==> config.mk <==
export PLATFORM = sky130hd
export DESIGN_NAME = uart_tx
export DESIGN_NICKNAME = d
export VERILOG_FILES = /design/src/rtl/uart_tx_pkg.sv /design/src/rtl/uart_tx_fifo.sv /design/src/rtl/uart_tx.sv
export SDC_FILE = /design/constraint.sdc
export NUM_CORES = 1
export LEC_CHECK = 0
export ABC_AREA = 1
export BUFFER_PORTS_ARGS = -buffer_cell sky130_fd_sc_hd__buf_2
export CAP_MARGIN = 20
export CORE_MARGIN = 5
export CORE_UTILIZATION = 59
export CTS_CLUSTER_DIAMETER = 150
export DETAILED_ROUTE_END_ITERATION = 10
export PLACE_DENSITY_LB_ADDON = 0.15
export SKIP_CTS_REPAIR_TIMING = 1
export SYNTH_ARGS = -nofsm -noshare
export SYNTH_HDL_FRONTEND = slang
export SYNTH_SLANG_ARGS = --single-unit
export TNS_END_PERCENT = 50
==> constraint.sdc <==
create_clock -name UART_clk -period 2 [get_ports UART_clk]
set_input_delay 0.4 -clock UART_clk [delete_from_list [all_inputs] [get_ports UART_clk]]
set_output_delay 0.4 -clock UART_clk [all_outputs]
set_load 0.03 [all_outputs]
==> src/rtl/uart_tx_pkg.sv <==
// Shared UART definitions: transmitter state encoding, frame constants and the
// parity helper that the receiver uses as well.
package uart_tx_pkg;

    localparam int FRAME_BITS = 11;
    localparam int DATA_BITS  = 8;

    typedef enum logic [2:0] {
        IDLE   = 3'd0,
        START  = 3'd1,
        DATA   = 3'd2,
        PARITY = 3'd3,
        STOP   = 3'd4,
        GAP    = 3'd5
    } tx_state_e;

    // Odd parity makes the total count of ones (data plus parity bit) odd.
    function automatic logic parity_bit(input logic [DATA_BITS-1:0] data,
                                        input logic                 odd_n_even);
        logic par;
        if (odd_n_even) begin
            par = ~^data;
        end else begin
            par = ^data;
        end
        return par;
    endfunction

endpackage

==> src/rtl/uart_tx_fifo.sv <==
// Synchronous transmit buffer; pointers carry one extra bit so that full and
// empty are distinguishable without a separate counter.
module uart_tx_fifo #(
    parameter int FIFO_DEPTH = 4,
    parameter int DATA_W     = 8
) (
    input  logic                          i_clk,
    input  logic                          i_rst,
    input  logic                          i_push,
    input  logic [DATA_W-1:0]             i_wr_data,
    input  logic                          i_pop,
    output logic [DATA_W-1:0]             o_rd_data,
    output logic                          o_full,
    output logic                          o_empty,
    output logic [$clog2(FIFO_DEPTH):0]   o_level
);

    localparam int AW = $clog2(FIFO_DEPTH);

    logic [DATA_W-1:0] r_mem [FIFO_DEPTH];
    logic [AW:0]       r_wr_ptr;
    logic [AW:0]       r_rd_ptr;
    logic              w_push_ok;
    logic              w_pop_ok;

    assign o_empty   = (r_wr_ptr == r_rd_ptr);
    assign o_full    = (r_wr_ptr[AW] != r_rd_ptr[AW]) &&
                       (r_wr_ptr[AW-1:0] == r_rd_ptr[AW-1:0]);
    assign o_level   = r_wr_ptr - r_rd_ptr;
    assign o_rd_data = r_mem[r_rd_ptr[AW-1:0]];
    assign w_push_ok = i_push && !o_full;
    assign w_pop_ok  = i_pop && !o_empty;

    // Pointer update; reset discards every buffered byte.
    always_ff @(posedge i_clk) begin
        if (i_rst) begin
            r_wr_ptr <= '0;
            r_rd_ptr <= '0;
        end else begin
            if (w_push_ok) begin
                r_wr_ptr <= r_wr_ptr + (AW+1)'(1);
            end
            if (w_pop_ok) begin
                r_rd_ptr <= r_rd_ptr + (AW+1)'(1);
            end
        end
    end

    // Storage array, no reset needed since the pointers gate visibility.
    always_ff @(posedge i_clk) begin
        if (w_push_ok && !i_rst) begin
            r_mem[r_wr_ptr[AW-1:0]] <= i_wr_data;
        end
    end

endmodule

==> src/rtl/uart_tx.sv <==
// UART transmitter: buffered bytes sent as start, 8 data bits LSB first,
// parity, stop, followed by one idle guard cycle before the next frame.
module uart_tx
    import uart_tx_pkg::*;
#(
    parameter int ODD_nEVEN  = 1,
    parameter int FIFO_DEPTH = 4
) (
    input  logic                          UART_clk,
    input  logic                          rst,
    input  logic [7:0]                    tx_data,
    input  logic                          tx_valid,
    output logic                          tx_ready,
    output logic                          tx,
    output logic                          tx_busy,
    output logic                          tx_done_tick,
    output logic [$clog2(FIFO_DEPTH):0]   fifo_level
);

    tx_state_e             r_state;
    tx_state_e             w_state_next;
    logic [2:0]            r_bit_cnt;
    logic [2:0]            w_bit_cnt_next;
    logic [FRAME_BITS-2:0] r_shift;
    logic [FRAME_BITS-2:0] w_shift_next;
    logic                  r_tx;
    logic                  w_tx_next;
    logic                  r_busy;
    logic                  w_busy_next;
    logic                  r_done;
    logic                  w_done_next;
    logic                  w_pop;
    logic                  w_full;
    logic                  w_empty;
    logic [DATA_BITS-1:0]  w_head;

    uart_tx_fifo #(
        .FIFO_DEPTH (FIFO_DEPTH),
        .DATA_W     (DATA_BITS)
    ) u_fifo (
        .i_clk     (UART_clk),
        .i_rst     (rst),
        .i_push    (tx_valid),
        .i_wr_data (tx_data),
        .i_pop     (w_pop),
        .o_rd_data (w_head),
        .o_full    (w_full),
        .o_empty   (w_empty),
        .o_level   (fifo_level)
    );

    assign tx_ready     = !w_full;
    assign tx           = r_tx;
    assign tx_busy      = r_busy;
    assign tx_done_tick = r_done;

    // Next-state logic; the shifter holds {stop, parity, data} so everything
    // after the start bit simply shifts out of bit 0.
    always_comb begin
        w_state_next   = r_state;
        w_bit_cnt_next = r_bit_cnt;
        w_shift_next   = r_shift;
        w_tx_next      = 1'b1;
        w_pop          = 1'b0;
        case (r_state)
            IDLE, GAP: begin
                if (!w_empty) begin
                    w_pop          = 1'b1;
                    w_state_next   = START;
                    w_shift_next   = {1'b1, parity_bit(w_head, 1'(ODD_nEVEN)), w_head};
                    w_bit_cnt_next = 3'd0;
                    w_tx_next      = 1'b0;
                end else begin
                    w_state_next   = IDLE;
                    w_tx_next      = 1'b1;
                end
            end
            START: begin
                w_state_next   = DATA;
                w_tx_next      = r_shift[0];
                w_shift_next   = {1'b1, r_shift[FRAME_BITS-2:1]};
                w_bit_cnt_next = 3'd0;
            end
            DATA: begin
                w_tx_next    = r_shift[0];
                w_shift_next = {1'b1, r_shift[FRAME_BITS-2:1]};
                if (r_bit_cnt == 3'(DATA_BITS - 1)) begin
                    w_state_next   = PARITY;
                    w_bit_cnt_next = 3'd0;
                end else begin
                    w_state_next   = DATA;
                    w_bit_cnt_next = r_bit_cnt + 3'd1;
                end
            end
            PARITY: begin
                w_state_next = STOP;
                w_tx_next    = r_shift[0];
                w_shift_next = {1'b1, r_shift[FRAME_BITS-2:1]};
            end
            STOP: begin
                w_state_next = GAP;
                w_tx_next    = 1'b1;
            end
            default: begin
                w_state_next   = IDLE;
                w_bit_cnt_next = 3'd0;
                w_tx_next      = 1'b1;
            end
        endcase
        w_busy_next = (w_state_next != IDLE);
        w_done_next = (w_state_next == GAP);
    end

    // State and output registers; reset aborts any frame in flight.
    always_ff @(posedge UART_clk) begin
        if (rst) begin
            r_state   <= IDLE;
            r_bit_cnt <= 3'd0;
            r_shift   <= {(FRAME_BITS-1){1'b1}};
            r_tx      <= 1'b1;
            r_busy    <= 1'b0;
            r_done    <= 1'b0;
        end else begin
            r_state   <= w_state_next;
            r_bit_cnt <= w_bit_cnt_next;
            r_shift   <= w_shift_next;
            r_tx      <= w_tx_next;
            r_busy    <= w_busy_next;
            r_done    <= w_done_next;
        end
    end

endmodule

# Yosys cells after proc, flatten, opt, wreduce, memory -nomap -nowiden
# Memory sizes are Yosys's and may differ from the RTL's. A register that Yosys moved wholly into a read port is not among the register bits.
# Index checks and enable logic that the tools add are counted.
# Widths: inputs -> output; s select.
word_totals:
  reg_bits: 25
  ram_bits: 32
  inputBits: 11
  output_inout_bits: 7
  word_cells: 57
  memories: 1
mem_list:
  columns: ["name", "depth", "width", "read_ports", "rd_ports_with_merged_regs", "write_ports", "line_no", "rtl"]
  rows:
  - ["u_fifo.r_mem", 4, 8, 1, 1, 1, "uart_tx_fifo.sv:20", "logic [DATA_W-1:0] r_mem [FIFO_DEPTH];"]
op_classes:
  addsub: 4
  eq_ne: 11
  n_mux: 16
  n_bitwise: 1
  reduce_logical: 16
ops:
  columns: ["operator", "count"]
  rows:
  - ["$pmux 10 s2", 1]
  - ["$pmux 3 s5", 1]
  - ["$eq 3x3->1 const B", 4]
  - ["$mux 10", 1]
  - ["$add 3x1->3 const B", 3]
  - ["$pmux 3 s3", 1]
  - ["$reduce_xnor 8->1", 1]
  - ["$mux 1", 7]
  - ["$eq 3x2->1 const B", 2]
  - ["$mux 3", 2]
  - ["$logic_and 1x1->1", 4]
  - ["$mux 2", 2]
  - ["$reduce_and 2->1", 2]
  - ["$reduce_or 2->1", 2]
  - ["$eq 3x1->1 const B", 1]
  - ["$eq 3x3->1", 1]
  - ["$logic_not 1->1", 3]
  - ["$logic_not 3->1", 1]
  - ["$reduce_bool 3->1", 1]
  - ["$reduce_or 3->1", 1]
  - ["$sub 3x3->3", 1]
  - ["$eq 2x2->1", 1]
  - ["$ne 2x2->1 const B", 1]
  - ["$pmux 1 s2", 1]
  - ["other kinds (3)", 3]

# Longest topological paths before layout
depth:
  depth_word: 7
  ltp_mapped: 14
  ltp_nobuf: 13

# Hierarchy
# A second synthesis with hierarchy kept.
hier_totals:
  cells_unflattened: 300
  area_unflattened_um2: 2702.6
modules_own_cells:
  columns: ["module", "n_inst", "cells_per_inst", "area_each_um2", "seq_area_each_um2"]
  rows:
  - ["uart_tx_fifo", 1, 151, 1729.2, 1121.1]
  - ["uart_tx", 1, 149, 973.4, 360.3]

# Worst setup path after synthesis
# No wires, ideal clock.
synth_path:
  kind: "register -> register"
  start: "register u_fifo.r_rd_ptr[1]"
  end: "memory u_fifo.r_mem[0][0] (enable)"
  setup_ns: 0.371
  t_arrival_ns: 1.742
  t_required_ns: 1.629
  slack_ns: -0.112
  stages_incl_launch_ff: 8
  n_path_buf: 0
  synth_period_minus_slack_ns: 2.112
  cell_sequence: "dfxtp_1 > inv_1 > ha_1 > nand3_1 > nand2_1 > inv_1 > nand2_1 > nor2_1"
synth_between:
  elab_chain_len: 7
synth_lines:
  columns: ["element", "line_no", "rtl"]
  rows:
  - ["start: declaration", "uart_tx_fifo.sv:22", "logic [AW:0] r_rd_ptr;"]
  - ["start signal: assignment", "uart_tx_fifo.sv:44", "r_rd_ptr <= r_rd_ptr + (AW+1)'(1);"]
  - ["$eq 2x2->1", "uart_tx_fifo.sv:28", "(r_wr_ptr[AW-1:0] == r_rd_ptr[AW-1:0]);"]
  - ["$logic_and 1x1->1", "uart_tx_fifo.sv:27", "assign o_full = (r_wr_ptr[AW] != r_rd_ptr[AW]) &&"]
  - ["$logic_not 1->1", null, null]
  - ["via tx_ready", "uart_tx.sv:13", "output logic tx_ready,"]
  - ["$logic_and 1x1->1", "uart_tx_fifo.sv:31", "assign w_push_ok = i_push && !o_full;"]
  - ["$logic_and 1x1->1", "uart_tx_fifo.sv:51", "if (w_push_ok && !i_rst) begin"]
  - ["$mux 1", "uart_tx_fifo.sv:51", null]
  - ["$mux 1 (implied by the code)", "uart_tx_fifo.sv:52", "r_mem[r_wr_ptr[AW-1:0]] <= i_wr_data;"]
  - ["end: declaration", "uart_tx_fifo.sv:20", null]
# The timed path passes the listed nets, and every way through them passes these cells.

# Worst setup path in the final report
layout_path:
  start: "register u_fifo.r_wr_ptr[0]"
  end: "output fifo_level[1]"
layout_between:
  elab_chain_len: 1
layout_lines:
  columns: ["element", "line_no", "rtl"]
  rows:
  - ["start: declaration", "uart_tx_fifo.sv:21", "logic [AW:0] r_wr_ptr;"]
  - ["start signal: assignment", "uart_tx_fifo.sv:41", "r_wr_ptr <= r_wr_ptr + (AW+1)'(1);"]
  - ["$sub 3x3->3", "uart_tx_fifo.sv:29", "assign o_level = r_wr_ptr - r_rd_ptr;"]
  - ["end: declaration", "uart_tx.sv:17", "output logic [$clog2(FIFO_DEPTH):0] fifo_level"]
# Every way passes these cells.

==> impl_metrics.toml <==
[setup_path]
crit_path_end_kind = "primary output"
worst_ep_arrival_time_ns = 1.57
required_ns = 1.60
ff2ff_path_depth = 8
path_max_fanout = 5
crit_type = "register to primary output"
worst_setup_path_start_kind = "register"

[timing]
hold_viol = 0
report.final.slew_viol_count = 0
rsz0062_at_grt = "true"
setup_violations = 0
whs_ns = 0.291
slew_headroom_pct = 70.2
final.period_utilization_pct = 98.6
worst_slew_pin_slew_ns = 0.443
fin_skew_ns = 0.00756
fmax_mhz = 507
finalCriticalPeriod_ns = 1.97

[clocking]
numCtsBuffers = 9
clk_latency_ns = 0.33
path_clk_slew_ns = 0.07
clock-root-buffer = "clkbuf_8"
htree_levels = 3
max-clock-path-buffers = 2
clock-sinks = 58
cts_tree = "yes"

[yosys]
synth-edff-count = 32
synthXorXnorAreaFrac_pct = 0.646
ys_warn_count = 0
yosys.cell_types.count = 25
synthAdderAreaFrac_pct = 4.89
avgSynthCellArea_um2 = 8.86
yosys-top-cells-count = "nand2_1, edfxtp_1, dfxtp_1, nand3_1, inv_1"
synth_seq_cells = 58
synthTopCellsByArea = "edfxtp_1, dfxtp_1, nand2_1"
synth-compound-area-share_pct = 5.81
synth_top_family_by_area = "simple AND/OR/NAND/NOR gates"
syn_nets = 327
synth_flop_cell = "edfxtp_1"
synth-simple-area-share_pct = 26.6
synth_area_leader_cell = "edfxtp_1"
syn_inst = 306
synth_top_area_share_pct = 35.4
synth_most_common_cell = "nand2_1"
yosysSeqAreaShare_pct = 54.6
synth_area_um2 = 2710
synthMuxAreaShare_pct = 0
async_flop_share_pct = 0

[floorplan]
initial_core_util_pct = 61.4
dieArea_um2 = 6050
rows = 24
die_h_um = 77.8
core_um2 = 4410
ios = 18
dieWidth_um = 77.8

[cells_and_area]
syn_to_final_growth_pct = 13.8
regArea_um2 = 1490
fillers = 337
nets = 357
final_util_pct = 69.9
drive_above_1_share_pct = 21.7
final_cells = 393
antenna_cells = 0
multi_input_area_um2 = 1040

[global_routing]
grt_max_degree = 19
grt_pass1_wl_um = 8180
grt_antenna_before_repair = 0
grtUsageTotal_pct = 17.3
overflow = 0
grt_pass1_vias = 1812

[power]
clkPwrFrac_pct = 23.1
vdd_drop_max_mv = 0.694
switching_power_mw = 1.73
power_mw = 4.38
combPwrFrac_pct = 41.7
switching_share_pct = 39.5
p_per_area_nw_per_um2 = 1420
internal_power_mw = 2.65
power_frac_seq_pct = 35.2
p_leak_nw = 1.39

[min_path]
hold_path.class = "primary input to register"
worstHoldPathCells = 1

[flow_run]
drv_cap = 0

[routing]
wirelength_um = 4800
drc = 0
dr.first_iter.drc_count = 80
viasPerCell = 5.07
dr.pass1.iters = 4
drtAntennaViolNets = 0
wl_per_cell_um = 12.2
vias = 1991

[place]
portBuffers = 17
hpwl_um = 3420
dp.cells = 374
place.gp.congestion = 0.796

[run_status]
status = "complete, no violations"
==> worst paths after layout <==
path	start	to	slack [ns]
max	u_fifo.r_wr_ptr[0]$_SDFFE_PP0P_	fifo_level[1]	0.03
min reg2reg	r_bit_cnt[1]$_SDFFE_PP0P_	r_bit_cnt[1]$_SDFFE_PP0P_	0.47
max reg2reg	u_fifo.r_rd_ptr[1]$_SDFFE_PP0P_	u_fifo.r_mem[3][6]$_DFFE_PP_	0.21
min	tx_data[2]	u_fifo.r_mem[2][2]$_DFFE_PP_	0.29
==> registers in the layout, indices dropped and copies added (netlist names), named ones only <==
signal and cells:
u_fifo.r_mem 32, r_shift 9, r_bit_cnt 3, r_state 3, u_fifo.r_rd_ptr 3, u_fifo.r_wr_ptr 3, tx 1, tx_busy 1
tx_done_tick 1
==> critical path, cell delays in order (launching register included) <==
cell     delay [ns]
dfxtp_2        0.35
inv_4          0.06
ha_4           0.16
fa_2           0.53
inv_2          0.03
buf_6          0.12
==> power by group through the flow <==
stage / Combinational [mW] / Clock [mW] / Sequential (mW)
after global placement: 1.75 / 0 / 1.56
final: 1.82 / 1.01 / 1.54
after CTS: 1.78 / 1.04 / 1.53
after detailed placement: 1.77 / 0 / 1.56
after floorplan: 1.45 / 0 / 1.59
after global routing: 2.12 / 1.10 / 1.56
==> layer usage <==
metal | vias up | routed length, um | GRT usage (%)
met3 | 8 | 291 | 5.21
met4 | 0 | 48 | 8.25
met2 | 50 | 2080 | 25.0
met1 | 873 | 2390 | 23.6
met5 | - | 0 | 0
li1 | 1060 | - | -
==> cells in the final DEF, fill, tap and decap left out, types with 9 or more instances in the layout <==
master      n
buf_2      15
edfxtp_1   32
inv_2      10
clkbuf_8    9
inv_1      21
buf_4      12
nand2_2    12
dfxtp_1    23
nor2_1     11
a21oi_1    11
nand2_1   110
nand3_1    26
==> layout make-up <==
| cell class | instances | share of cell area (%) |
|---|---|---|
| clock buffer | 10 | 4.13 |
| clock inverter | 6 | 1.86 |
| inverter | 33 | 4.26 |
| multi-input combinational | 206 | 33.8 |
| sequential | 58 | 48.1 |
| tap | 52 | 2.11 |
| timing repair buffer | 28 | 5.72 |
==> through the flow <==
stage	worst slack, ns	TNS [ns]	instance area [um2]
global placement	0.185	0	2850
detailed placement	0.120	0	2850
CTS	-0.248	-0.419	3030
finish	0.0287	0	3090
global route	-0.0491	-0.0955	3090
floorplan	-0.112	-3.60	2710
==> kinds of logic after synthesis <==
| kind of cell | Yosys count |
|---|---|
| buffers and inverters | 42 |
| AO/OA/AOI/OAI | 27 |
| XOR/XNOR | 2 |
| flip-flops | 58 |
| AND/OR/NAND/NOR | 167 |
| adder cells (fa/ha/maj) | 10 |
(Power assumes the default switching activity.)
